==> config.mk <==
export PLATFORM = sky130hd
export DESIGN_NAME = flexsoc_reset_seq
export DESIGN_NICKNAME = d
export VERILOG_FILES = /design/src/rtl/flexsoc_rst_pkg.sv /design/src/rtl/flexsoc_sync2.sv /design/src/rtl/flexsoc_reset_seq.sv
export SDC_FILE = /design/constraint.sdc
export NUM_CORES = 1
export LEC_CHECK = 0
export ABC_AREA = 1
export CAP_MARGIN = 20
export CORE_MARGIN = 5
export CORE_UTILIZATION = 64
export CTS_BUF_LIST = sky130_fd_sc_hd__clkbuf_8
export CTS_CLUSTER_DIAMETER = 150
export DETAILED_ROUTE_END_ITERATION = 16
export GPL_TIMING_DRIVEN = 0
export PLACE_DENSITY = 0.89
export SYNTH_ARGS = -nofsm -noshare
export SYNTH_HDL_FRONTEND = slang
export SYNTH_SLANG_ARGS = --single-unit
export TNS_END_PERCENT = 50
==> constraint.sdc <==
create_clock -name CLK -period 3.5 [get_ports CLK]
set_input_delay 0.525 -clock CLK [delete_from_list [all_inputs] [get_ports CLK]]
set_output_delay 0.525 -clock CLK [all_outputs]
set_load 0.02 [all_outputs]
==> src/rtl/flexsoc_rst_pkg.sv <==
// Shared types and constants for the flexsoc reset sequencer.
package flexsoc_rst_pkg;

    typedef enum logic [2:0] {
        ASSERT = 3'd0,
        COUNT  = 3'd1,
        DBG_UP = 3'd2,
        RUN    = 3'd3,
        SYSREQ = 3'd4
    } rst_state_t;

    localparam int CAUSE_POR    = 0;
    localparam int CAUSE_BTN    = 1;
    localparam int CAUSE_LOCK   = 2;
    localparam int CAUSE_SYSREQ = 3;

    localparam logic [3:0] POR_CAUSE    = 4'(1 << CAUSE_POR);
    localparam logic [3:0] SYSREQ_CAUSE = 4'(1 << CAUSE_SYSREQ);

    function automatic int unsigned max3(input int unsigned a,
                                         input int unsigned b,
                                         input int unsigned c);
        int unsigned m;
        m = (a > b) ? a : b;
        return (m > c) ? m : c;
    endfunction

endpackage

==> src/rtl/flexsoc_sync2.sv <==
// Two-flop synchroniser with asynchronous active-low clear; output resets to 0.
module flexsoc_sync2 #(
    parameter int WIDTH = 1
) (
    input  logic             clk,
    input  logic             rst_n,
    input  logic [WIDTH-1:0] d,
    output logic [WIDTH-1:0] q
);

    logic [WIDTH-1:0] meta;

    always_ff @(posedge clk or negedge rst_n) begin
        if (!rst_n) begin
            meta <= '0;
            q    <= '0;
        end else begin
            meta <= d;
            q    <= meta;
        end
    end

endmodule

==> src/rtl/flexsoc_reset_seq.sv <==
// Reset sequencer: combines POR, debounced button, PLL locks and SYSRESETREQ
// into staged DBGRESETn / SYSRESETn releases with a sticky cause register.
//
// state  | meaning
// ASSERT | both resets low, waiting for a clean cycle
// COUNT  | hold count running, DBGRESETn releases at terminal count
// DBG_UP | debug side up, SYSRESETn releases at terminal count
// RUN    | both resets released
// SYSREQ | core-requested reset, SYSRESETn low for SYSREQ_CYCLES
module flexsoc_reset_seq
    import flexsoc_rst_pkg::*;
#(
    parameter int unsigned NPLL            = 2,
    parameter int unsigned DEBOUNCE_CYCLES = 1000,
    parameter int unsigned HOLD_CYCLES     = 15,
    parameter int unsigned SYS_DELAY       = 8,
    parameter int unsigned SYSREQ_CYCLES   = 4
) (
    input  logic            CLK,
    input  logic            PORESETn,
    input  logic            BTN_RESET,
    input  logic [NPLL-1:0] PLL_LOCKED,
    input  logic            SYSRESETREQ,
    output logic            DBGRESETn,
    output logic            SYSRESETn,
    output logic [3:0]      RESET_CAUSE
);

    localparam int unsigned CNT_MAX = max3(HOLD_CYCLES, SYS_DELAY, SYSREQ_CYCLES);
    localparam int unsigned CW      = $clog2(CNT_MAX) + 1;
    localparam int unsigned DW      = $clog2(DEBOUNCE_CYCLES) + 1;

    logic            btn_sync;
    logic            btn_db;
    logic [DW-1:0]   db_cnt;
    logic [NPLL-1:0] lock_sync;
    logic            lock_lost;
    logic            fault;
    logic [3:0]      fault_cause;

    rst_state_t      state;
    logic [CW-1:0]   cnt;

    flexsoc_sync2 #(.WIDTH(1)) u_sync_btn (
        .clk   (CLK),
        .rst_n (PORESETn),
        .d     (BTN_RESET),
        .q     (btn_sync)
    );

    flexsoc_sync2 #(.WIDTH(NPLL)) u_sync_lock (
        .clk   (CLK),
        .rst_n (PORESETn),
        .d     (PLL_LOCKED),
        .q     (lock_sync)
    );

    // Counter only advances while the synced button disagrees with the debounced value
    always_ff @(posedge CLK or negedge PORESETn) begin
        if (!PORESETn) begin
            btn_db <= 1'b0;
            db_cnt <= '0;
        end else if (btn_sync != btn_db) begin
            if (db_cnt == DW'(DEBOUNCE_CYCLES - 1)) begin
                btn_db <= btn_sync;
                db_cnt <= '0;
            end else begin
                db_cnt <= db_cnt + DW'(1);
            end
        end else begin
            db_cnt <= '0;
        end
    end

    always_comb begin
        lock_lost                = ~&lock_sync;
        fault                    = lock_lost | btn_db;
        fault_cause              = '0;
        fault_cause[CAUSE_LOCK]  = lock_lost;
        fault_cause[CAUSE_BTN]   = btn_db;
    end

    // Both resets drop together on ASSERT entry and SYSREQ only touches SYSRESETn,
    // so SYSRESETn can never be high while DBGRESETn is low.
    always_ff @(posedge CLK or negedge PORESETn) begin
        if (!PORESETn) begin
            state       <= ASSERT;
            cnt         <= '0;
            DBGRESETn   <= 1'b0;
            SYSRESETn   <= 1'b0;
            RESET_CAUSE <= POR_CAUSE;
        end else if (fault && state != ASSERT) begin
            state       <= ASSERT;
            cnt         <= '0;
            DBGRESETn   <= 1'b0;
            SYSRESETn   <= 1'b0;
            RESET_CAUSE <= fault_cause;
        end else begin
            case (state)
                ASSERT: begin
                    if (!fault) begin
                        state <= COUNT;
                        cnt   <= CW'(HOLD_CYCLES);
                    end
                end
                COUNT: begin
                    if (cnt == CW'(1)) begin
                        state     <= DBG_UP;
                        DBGRESETn <= 1'b1;
                        cnt       <= CW'(SYS_DELAY);
                    end else begin
                        cnt <= cnt - CW'(1);
                    end
                end
                DBG_UP: begin
                    if (cnt == CW'(1)) begin
                        state     <= RUN;
                        SYSRESETn <= 1'b1;
                        cnt       <= '0;
                    end else begin
                        cnt <= cnt - CW'(1);
                    end
                end
                RUN: begin
                    if (SYSRESETREQ) begin
                        state       <= SYSREQ;
                        SYSRESETn   <= 1'b0;
                        cnt         <= CW'(SYSREQ_CYCLES);
                        RESET_CAUSE <= SYSREQ_CAUSE;
                    end
                end
                SYSREQ: begin
                    if (cnt == CW'(1)) begin
                        state     <= RUN;
                        SYSRESETn <= 1'b1;
                        cnt       <= '0;
                    end else begin
                        cnt <= cnt - CW'(1);
                    end
                end
                default: begin
                    state     <= ASSERT;
                    cnt       <= '0;
                    DBGRESETn <= 1'b0;
                    SYSRESETn <= 1'b0;
                end
            endcase
        end
    end

endmodule

======== Word level (Yosys, flattened, before mapping) ========
Cells that the tools add are included.
W data, S select, Z words.
word-level totals
  input port bits ......................... 6
  logic and storage cells ................. 66
  flip-flop bits (word level) ............. 32
  output and inout port bits .............. 6
cells by class
  equal/unequal tests ..................... 13
  reductions and logical operators ........ 16
  bitwise operators ....................... 1
  muxes and demuxes ....................... 23
  add/sub/neg operators ................... 2
operators with widths
  kind                     number
  $mux W5                  5
  $mux W11                 2
  $pmux W5 S4              1
  $mux W3                  5
  $mux W4                  3
  $pmux W3 S4              1
  $add A11 B1 Y11 const B  1
  $eq A11 B10 Y1 const B   1
  $reduce_and A2 Y1        5
  $ne A3 B3 Y1 const B     3
  $eq A3 B2 Y1 const B     2
  $eq A5 B1 Y1 const B     1
  $sub A5 B1 Y5 const B    1
  $mux W1                  4
  $ne A2 B1 Y1 const B     2
  $reduce_and A4 Y1        1
  $reduce_bool A2 Y1       2
  $reduce_or A2 Y1         2
  $reduce_or A4 Y1         1
  $eq A3 B1 Y1 const B     1
  $eq A3 B3 Y1 const B     1
  $logic_not A3 Y1         1
  $ne A3 B1 Y1 const B     1
  $pmux W1 S3              1
  other kinds (7)          7

======== Depth between registers and ports, before layout ========
Gate-level depths: netlist (run 1).
  depth in word-level cells ............... 6
  depth in mapped cells ................... 9
  mapped depth without buffers ............ 9

======== Modules after synthesis ========
From an unflattened synthesis (run 1), not the netlist that was laid out.
unflattened totals
  cells, all modules ...................... 201
  area total of the unflattened synthesis .. 1,761.7 µm²
modules (own cells, without submodules)
  module                       sequential area each (µm²)  times used  cells an instance  area each (µm²)
  flexsoc_reset_seq            651.9                       1           195                1,611.5
  flexsoc_sync2 (u_sync_lock)  100.1                       1           4                  100.1
  flexsoc_sync2 (u_sync_btn)   50.0                        1           2                  50.0

======== Least setup slack after synthesis (run 1) ========
No wires, ideal clock.
  path kind ............................... reg-to-reg
  start ................................... register db_cnt[0]
  end ..................................... register db_cnt[5]
  data required time ...................... 3,412 ps
  period minus slack after synthesis ...... 1,255 ps
  buffers on the path ..................... 0
  stages on the path, launching flop included .. 7
  slack ................................... 2,245 ps
  data arrival time ....................... 1,166 ps
  setup time .............................. 88 ps
  cell sequence ........................... dfrtp_1 -> ha_1 -> nand2_1 -> inv_1 -> nand3_1 -> nand2_1 -> nor3b_1
between the ends
  longest elaborated chain between the ends .. 3
  elaborated cells between the ends (all ways) .. 4
  those cells by class .................... add/sub: 1; eq/ne: 1; mux: 2
RTL lines
  what                                               line                                              text
  start, declared                                    flexsoc_reset_seq.sv:35                           logic [DW-1:0] db_cnt;
  start signal, assigned                             flexsoc_reset_seq.sv:68                           db_cnt <= db_cnt + DW'(1);
  $add A11 B1 Y11 or $eq A11 B10 Y1 (tied branches)  flexsoc_reset_seq.sv:68, flexsoc_reset_seq.sv:64
  $mux W11 (*)                                       flexsoc_reset_seq.sv:64                           if (db_cnt == DW'(DEBOUNCE_CYCLES - 1)) begin
  $mux W11 (*)                                       flexsoc_reset_seq.sv:63                           end else if (btn_sync != btn_db) begin
Mark *: on every way between the ends. The rest lies on a longest branch, timed or not.
A chain may end at the register's enable or synchronous reset.

======== Worst setup path in the final report (run 1) ========
  start ................................... register RESET_CAUSE[0]
  end ..................................... output RESET_CAUSE[0]
RTL lines
  what                    line                     text
  start, declared         flexsoc_reset_seq.sv:26  output logic [3:0] RESET_CAUSE
  start signal, assigned  flexsoc_reset_seq.sv:97  RESET_CAUSE <= fault_cause;
No word-level cell between the ends.

==> metrics.txt, run 1 <==
Post-DRT Antenna Nets 0; total nets after synthesis 211; share of post-route cells with drive strength above 1 0.108; Cell Area, Synth about 1600 um^2; Chip Width 60.2 um; Final Skew 0.00910 ns; fillcell total 172; number of DRC markers in iteration 0 100; DRC viols 0; leakage power around 0.95 nW; clock slew at reported path FFs 0.06 ns; antenna violations before repair 0; CP Class reg -> out; delay contributed by the slowest stage of the critical path 0.60 ns; number of maximum-capacitance violations 0; n_diodes 0; hold-critical path depth 0; total CTS buffers 5; WL final about 3400 um; TritonCTS sink count 32; number of synthesized register bits 32; highest achievable clock rate 519 MHz; library cell used as clock root buffer sky130_fd_sc_hd__clkbuf_8; number of global-route vias before repair 1383; area growth from synthesis to layout 16.4%; critical-path cell with the highest stage delay sky130_fd_sc_hd__clkdlybuf4s50_1; first-pass GRT wire length 6020 um; critical path depth in cells 1; overall via count from detail_route about 1400; final setup fails 0; met1 routing resource usage after global routing 0.260; kind of end point of the critical path output port; slew margin rel. 0.585; most frequently used flop master after synthesis sky130_fd_sc_hd__dfrtp_1; number of buffers added on ports 11; ranking of synthesized cells by area sky130_fd_sc_hd__dfrtp_1, sky130_fd_sc_hd__nand2_1, sky130_fd_sc_hd__inv_1; async set or reset register ratio after synthesis 1.00; leading cell type by number of instances after synthesis sky130_fd_sc_hd__nand2_1; share of the synthesized area in the top cell type 0.481; quantity of hold-fixing buffers added after cts 0; CP Max Fanout 2; unrepaired setup endpoints after global routing false; TritonCTS clock tree done; GRT Residual Overflow 0; instance count of the mapped netlist 202; power density cells 703 nW/um^2; Register Area 802 um^2; vias per cell 5.54; pin count of the biggest net entering global routing 23; Die Y-Extent roughly 60 um; share of the yosys chip area belonging to registers 0.497; Hold WC Path Type reg -> reg; arrival time worst endpoint 1.40 ns; Avg WL per Cell 13.7 um; I/O pins 12; post-synthesis cell type with the largest combined area sky130_fd_sc_hd__dfrtp_1; Overall Global Routing Usage 0.227; buffer count from post-CTS setup fixing 0; detailed-router iteration count before antenna repair 4; required time worst endpoint 2.97 ns; cell-by-cell trace of the critical path clkdlybuf4s50_1; total number of placement rows 18; Netlist cell types 25; number of nets in the finished design 230; Floorplan Core Area 2450 um^2; instance count after placement with tap cells included ~240; GR met3 Demand/Resource 0.0713; later-pin clock latency in the skew report between 0.2 and 0.3 ns; footprint of the multi-input gates between 600 and 700 um^2; Finished Core Util 0.765; Tightest Pin Transition 0.620 ns; CP top delay family buffers and inverters; minimum period implied by the final worst setup slack 1.93 ns; final number of hold-violating endpoints 0; Worst Hold Margin ~0.36 ns; status finished clean; overall power of the completed layout 0.00132 W; RePlAce Congestion 0.885; Yosys warning total 0; Final period util 0.551; Buffers & Inverters on Critical Path 1; number of standard cells in the layout, taps in and fillers out 252; CTS max path bufs 2; CTS H-tree lvls 2; mean post-synth cell area 7.98 um^2; VDD IR max 0.567 mV; Post-DP HPWL 2510 um; max-slew violation total from the final report 0; cell depth of the worst flop-to-flop path 6; leading cell types by count after synthesis sky130_fd_sc_hd__nand2_1, sky130_fd_sc_hd__dfrtp_1, sky130_fd_sc_hd__inv_1; Initial Util 0.657; met2 capacity usage during global routing 0.386; number of flops mapped to enable cells by yosys 0; busiest layer in global routing met2; startpoint type of the worst setup path flop; Gates resized, CTS repair 0; die area 3620 um^2; Final TNS setup 0 ns
## sequential cells by signal (all words and copies together), names as in the netlist
name / cells
u_sync_btn.q: 1
RESET_CAUSE: 4
SYSRESETn: 1
state: 3
u_sync_lock.meta: 2
db_cnt: 11
DBGRESETn: 1
u_sync_lock.q: 2
btn_db: 1
u_sync_btn.meta: 1
cnt: 5
## stage by stage
| step | setup WS, ns | area, um^2 |
|---|---|---|
| after floorplan | 2.25 | 1610 |
| after global placement | 1.36 | 1760 |
| after detailed placement | 1.79 | 1790 |
| after CTS | 1.56 | 1880 |
| after global routing | 1.55 | 1880 |
| final | 1.57 | 1880 |
## logic make-up after synthesis
logic type | synth area share
AO/OA/AOI/OAI | 0.0411
AND/OR/NAND/NOR | 0.347
adder cells (fa/ha/maj) | 0.0233
flip-flops | 0.497
XOR/XNOR | 0.0217
buffers and inverters | 0.0698
## worst register-to-register path: stages (launching register included)
cell                      delay [ns]
sky130_fd_sc_hd__dfrtp_1        0.46
sky130_fd_sc_hd__ha_1           0.27
sky130_fd_sc_hd__nand2_1        0.08
sky130_fd_sc_hd__inv_1          0.07
sky130_fd_sc_hd__nand3_1        0.11
sky130_fd_sc_hd__nand2_1        0.21
sky130_fd_sc_hd__nor3b_1        0.25
## metal layers
layer  vias up  wire length (um)
li1        674                 -
met1       671              1430
met2        42              1740
met3        10               180
met4         0                94
met5         -                 0
## area by class of cell
type	count	area share
clock inverter	2	0.00400
timing repair buffer	12	0.0733
multi-input combinational	142	0.372
buffer	1	0.00600
tap	30	0.0200
sequential	32	0.427
inverter	27	0.0540
clock buffer	6	0.0440
## worst paths after layout
check	startpoint	to	slack (ns)
hold reg to reg	u_sync_btn.meta	u_sync_btn.q	0.36
hold / removal	u_sync_btn.meta	u_sync_btn.q	0.36
setup reg to reg	db_cnt[0]	db_cnt[5]	1.97
min in group asynchronous	PORESETn	SYSRESETn	0.62
setup / recovery	RESET_CAUSE[0]	RESET_CAUSE[0]	1.57
max in group asynchronous	PORESETn	RESET_CAUSE[0]	2.27
## placed cells by master, fill, tap and decap left out, drive strengths merged
cell,count
clkdlybuf4s50,11
nand4,2
nor2,26
nand3b,2
ha,3
nor3b,1
o22ai,1
dfrtp,31
buf,2
inv,29
and3,1
clkbuf,6
o21ai,8
xor2,3
dfstp,1
a21oi,4
xnor2,1
nor3,8
nand2,61
nand3,21
## power breakdown
group / switching (W) / internal [W]
Clock: 0.000127 / 0.000154
Combinational: 0.000352 / 0.000204
Sequential: 0.0000534 / 0.000429
Total: 0.000532 / 0.000787
No activity file was read; power rests on OpenSTA's default activity.
==> run 2: changes to the inputs <==
--- a/config.mk
+++ b/config.mk
@@ -8,12 +8,12 @@
 export ABC_AREA = 1
 export CAP_MARGIN = 20
 export CORE_MARGIN = 5
-export CORE_UTILIZATION = 64
+export CORE_UTILIZATION = 60
 export CTS_BUF_LIST = sky130_fd_sc_hd__clkbuf_8
 export CTS_CLUSTER_DIAMETER = 150
 export DETAILED_ROUTE_END_ITERATION = 16
 export GPL_TIMING_DRIVEN = 0
-export PLACE_DENSITY = 0.89
+export PLACE_DENSITY = 0.84
 export SYNTH_ARGS = -nofsm -noshare
 export SYNTH_HDL_FRONTEND = slang
 export SYNTH_SLANG_ARGS = --single-unit
==> constraint.sdc (replaced) <==
create_clock -name CLK -period 1.8 [get_ports CLK]
set_input_delay 0.27 -clock CLK [delete_from_list [all_inputs] [get_ports CLK]]
set_output_delay 0.27 -clock CLK [all_outputs]
set_load 0.02 [all_outputs]
==> metrics.txt, run 2 (synthesized netlist as in run 1, its figures left out) <==
Overall Global Routing Usage 0.193 (was 0.227); sequential power share 0.349 (was 0.365); total CTS buffers 5 (unchanged); final number of hold-violating endpoints 0 (unchanged); number of flip-flops in the largest register 11 (unchanged); CTS max path bufs 2 (unchanged); TritonCTS sink count 32 (unchanged); Most flops, register db_cnt (unchanged); Tightest Pin Transition 0.586 ns (was 0.620 ns); WL final 3080 um (was 3440 um); overall via count from detail_route 1341 (was 1397); CTS H-tree lvls 2 (unchanged); Floorplan Core Area 2520 um^2 (was 2450 um^2); Initial Util 0.639 (was 0.657); power density cells 1410 nW/um^2 (was 703 nW/um^2); highest achievable clock rate 598 MHz; vias per cell 5.32 (was 5.54); leakage power 0.952 nW (was 0.951 nW); GRT Residual Overflow 0 (unchanged); number of buffers added on ports 11 (unchanged); I/O pins 12 (unchanged); CP Max Fanout 2 (unchanged); die area 3820 um^2 (was 3620 um^2); detailed-router iteration count before antenna repair 4 (unchanged); CP Class reg -> out (unchanged); Die Y-Extent 61.8 um (was 60.2 um); area growth from synthesis to layout 17.8% (was 16.4%); share of post-route cells with drive strength above 1 0.117 (was 0.108); antenna violations before repair 0 (unchanged); final setup margin 0.128 ns (was 1.57 ns); library cell used as clock root buffer sky130_fd_sc_hd__clkbuf_8 (unchanged); max-slew violation total from the final report 0 (unchanged); number of nets in the finished design 230 (unchanged); status finished clean (unchanged); power spent charging and discharging nets 0.00103 W (was 0.000532 W); worst slack after detailed placement 0.340 ns (was 1.79 ns); later-pin clock latency in the skew report 0.28 ns (was 0.29 ns); final setup fails 0 (unchanged); Chip Width 61.8 um (was 60.2 um); Post-DRT Antenna Nets 0 (unchanged); Buffers & Inverters on Critical Path 1 (unchanged); fraction of power spent switching nets 0.386 (was 0.403); pin count of the biggest net entering global routing 23 (unchanged); instance count after placement with tap cells included 244 (unchanged); unrepaired setup endpoints after global routing false (unchanged); Gates resized, CTS repair 0 (unchanged); Clock power frac 0.252 (was 0.213); number of DRC markers in iteration 0 83 (was 100); Final period util 0.929; Register Area 802 um^2 (unchanged); fillcell total 197 (was 172); Finished Core Util 0.753 (was 0.765); Final Skew 0.00230 ns (was 0.00910 ns); Internal Pwr Total 0.00164 W (was 0.000787 W); slew margin rel. 0.608 (was 0.585); n_diodes 0 (unchanged); cell-by-cell trace of the critical path clkdlybuf4s50_1 (unchanged); arrival time worst endpoint 1.40 ns (about the same); Avg WL per Cell 12.2 um (was 13.7 um); top flop regs db_cnt (11), cnt (5), RESET_CAUSE (4) (unchanged); Hold WC Path Type reg -> reg (unchanged); TritonCTS clock tree done (unchanged); total non-filler cell area in the finished layout 1900 um^2 (was 1880 um^2); clock slew at reported path FFs 0.07 ns (was 0.06 ns); Worst Hold Margin 0.355 ns (was 0.357 ns); required time worst endpoint 1.53 ns (was 2.97 ns); startpoint type of the worst setup path flop (unchanged); number of standard cells in the layout, taps in and fillers out 252 (unchanged); Post-DP HPWL 2330 um (was 2510 um); delay contributed by the slowest stage of the critical path 0.60 ns (about the same); number of maximum-capacitance violations 0 (unchanged); most frequent cells in the layout sky130_fd_sc_hd__nand2_1, sky130_fd_sc_hd__dfrtp_1, sky130_fd_sc_hd__inv_1 (unchanged); critical-path cell with the highest stage delay sky130_fd_sc_hd__clkdlybuf4s50_1 (unchanged); number of global-route vias before repair 1294 (was 1383); first-pass GRT wire length 5330 um (was 6020 um); DRC viols 0 (unchanged); kind of end point of the critical path output port (unchanged); Logic pwr share 0.400 (was 0.421); quantity of hold-fixing buffers added after cts 0 (unchanged); RePlAce Congestion 0.844 (was 0.885); CP top delay family buffers and inverters (unchanged); buffer count from post-CTS setup fixing 0 (unchanged); VDD IR max 1.07 mV (was 0.567 mV); minimum period implied by the final worst setup slack 1.67 ns; most common cell after layout, fill and taps aside sky130_fd_sc_hd__nand2_1 (unchanged); Placement Cell Area 1790 um^2 (unchanged); footprint of the multi-input gates 698 um^2 (unchanged); total number of placement rows 18 (unchanged)
## run 2: power groups by stage
stage	Clock (W)	Combinational (W)	Sequential, W
after global routing	0.000725	0.00121	0.000946
after floorplan	0	0.000762	0.000960
after global placement	0	0.00101	0.000937
final	0.000673	0.00107	0.000931
after detailed placement	0	0.00106	0.000943
after CTS	0.000687	0.00107	0.000930
## run 2: area by class of cell
cell class,instances,area share
clock inverter,3,0.0224
timing repair buffer,12,0.0725
sequential,32,0.422
inverter,27,0.0534
clock buffer,5,0.0362
multi-input combinational,142,0.368
tap,30,0.0198
buffer,1,0.00593
## run 2: path summary, 6_finish.rpt
kind	slack, ns	cells past startpoint	start	endpoint
worst max-delay path	0.13	1	RESET_CAUSE[0]	RESET_CAUSE[0]
worst min-delay path	0.35	0	u_sync_lock.meta[1]	u_sync_lock.q[1]
worst max register to register	0.33	6	db_cnt[0]	db_cnt[7]
worst min register to register	0.35	0	u_sync_lock.meta[1]	u_sync_lock.q[1]
max in group asynchronous	0.86	2	PORESETn	RESET_CAUSE[0]
min in group asynchronous	0.36	1	PORESETn	state[2]
## run 2: metal layers
metal  part of all wire  global-route usage  routed length, um
met1               0.43               0.203               1310
met2               0.51               0.362               1580
met3              0.048              0.0517                147
met4              0.010              0.0788                 32
met5                  0                   0                  0
## run 2: per-stage QoR
step | setup TNS, ns | total power, W
after floorplan | 0 | 0.00172
after global placement | -2.64 | 0.00195
after detailed placement | 0 | 0.00200
after CTS | 0 | 0.00268
after global routing | 0 | 0.00288
final | 0 | 0.00267
## run 2: worst register-to-register path, cell delays in order, from the launching register on
cell and delay (ns):
sky130_fd_sc_hd__dfrtp_1 0.45, sky130_fd_sc_hd__ha_1 0.24, sky130_fd_sc_hd__nand2_1 0.06, sky130_fd_sc_hd__inv_1 0.06, sky130_fd_sc_hd__nand3_1 0.13, sky130_fd_sc_hd__nand2_1 0.19
sky130_fd_sc_hd__nor3_1 0.24
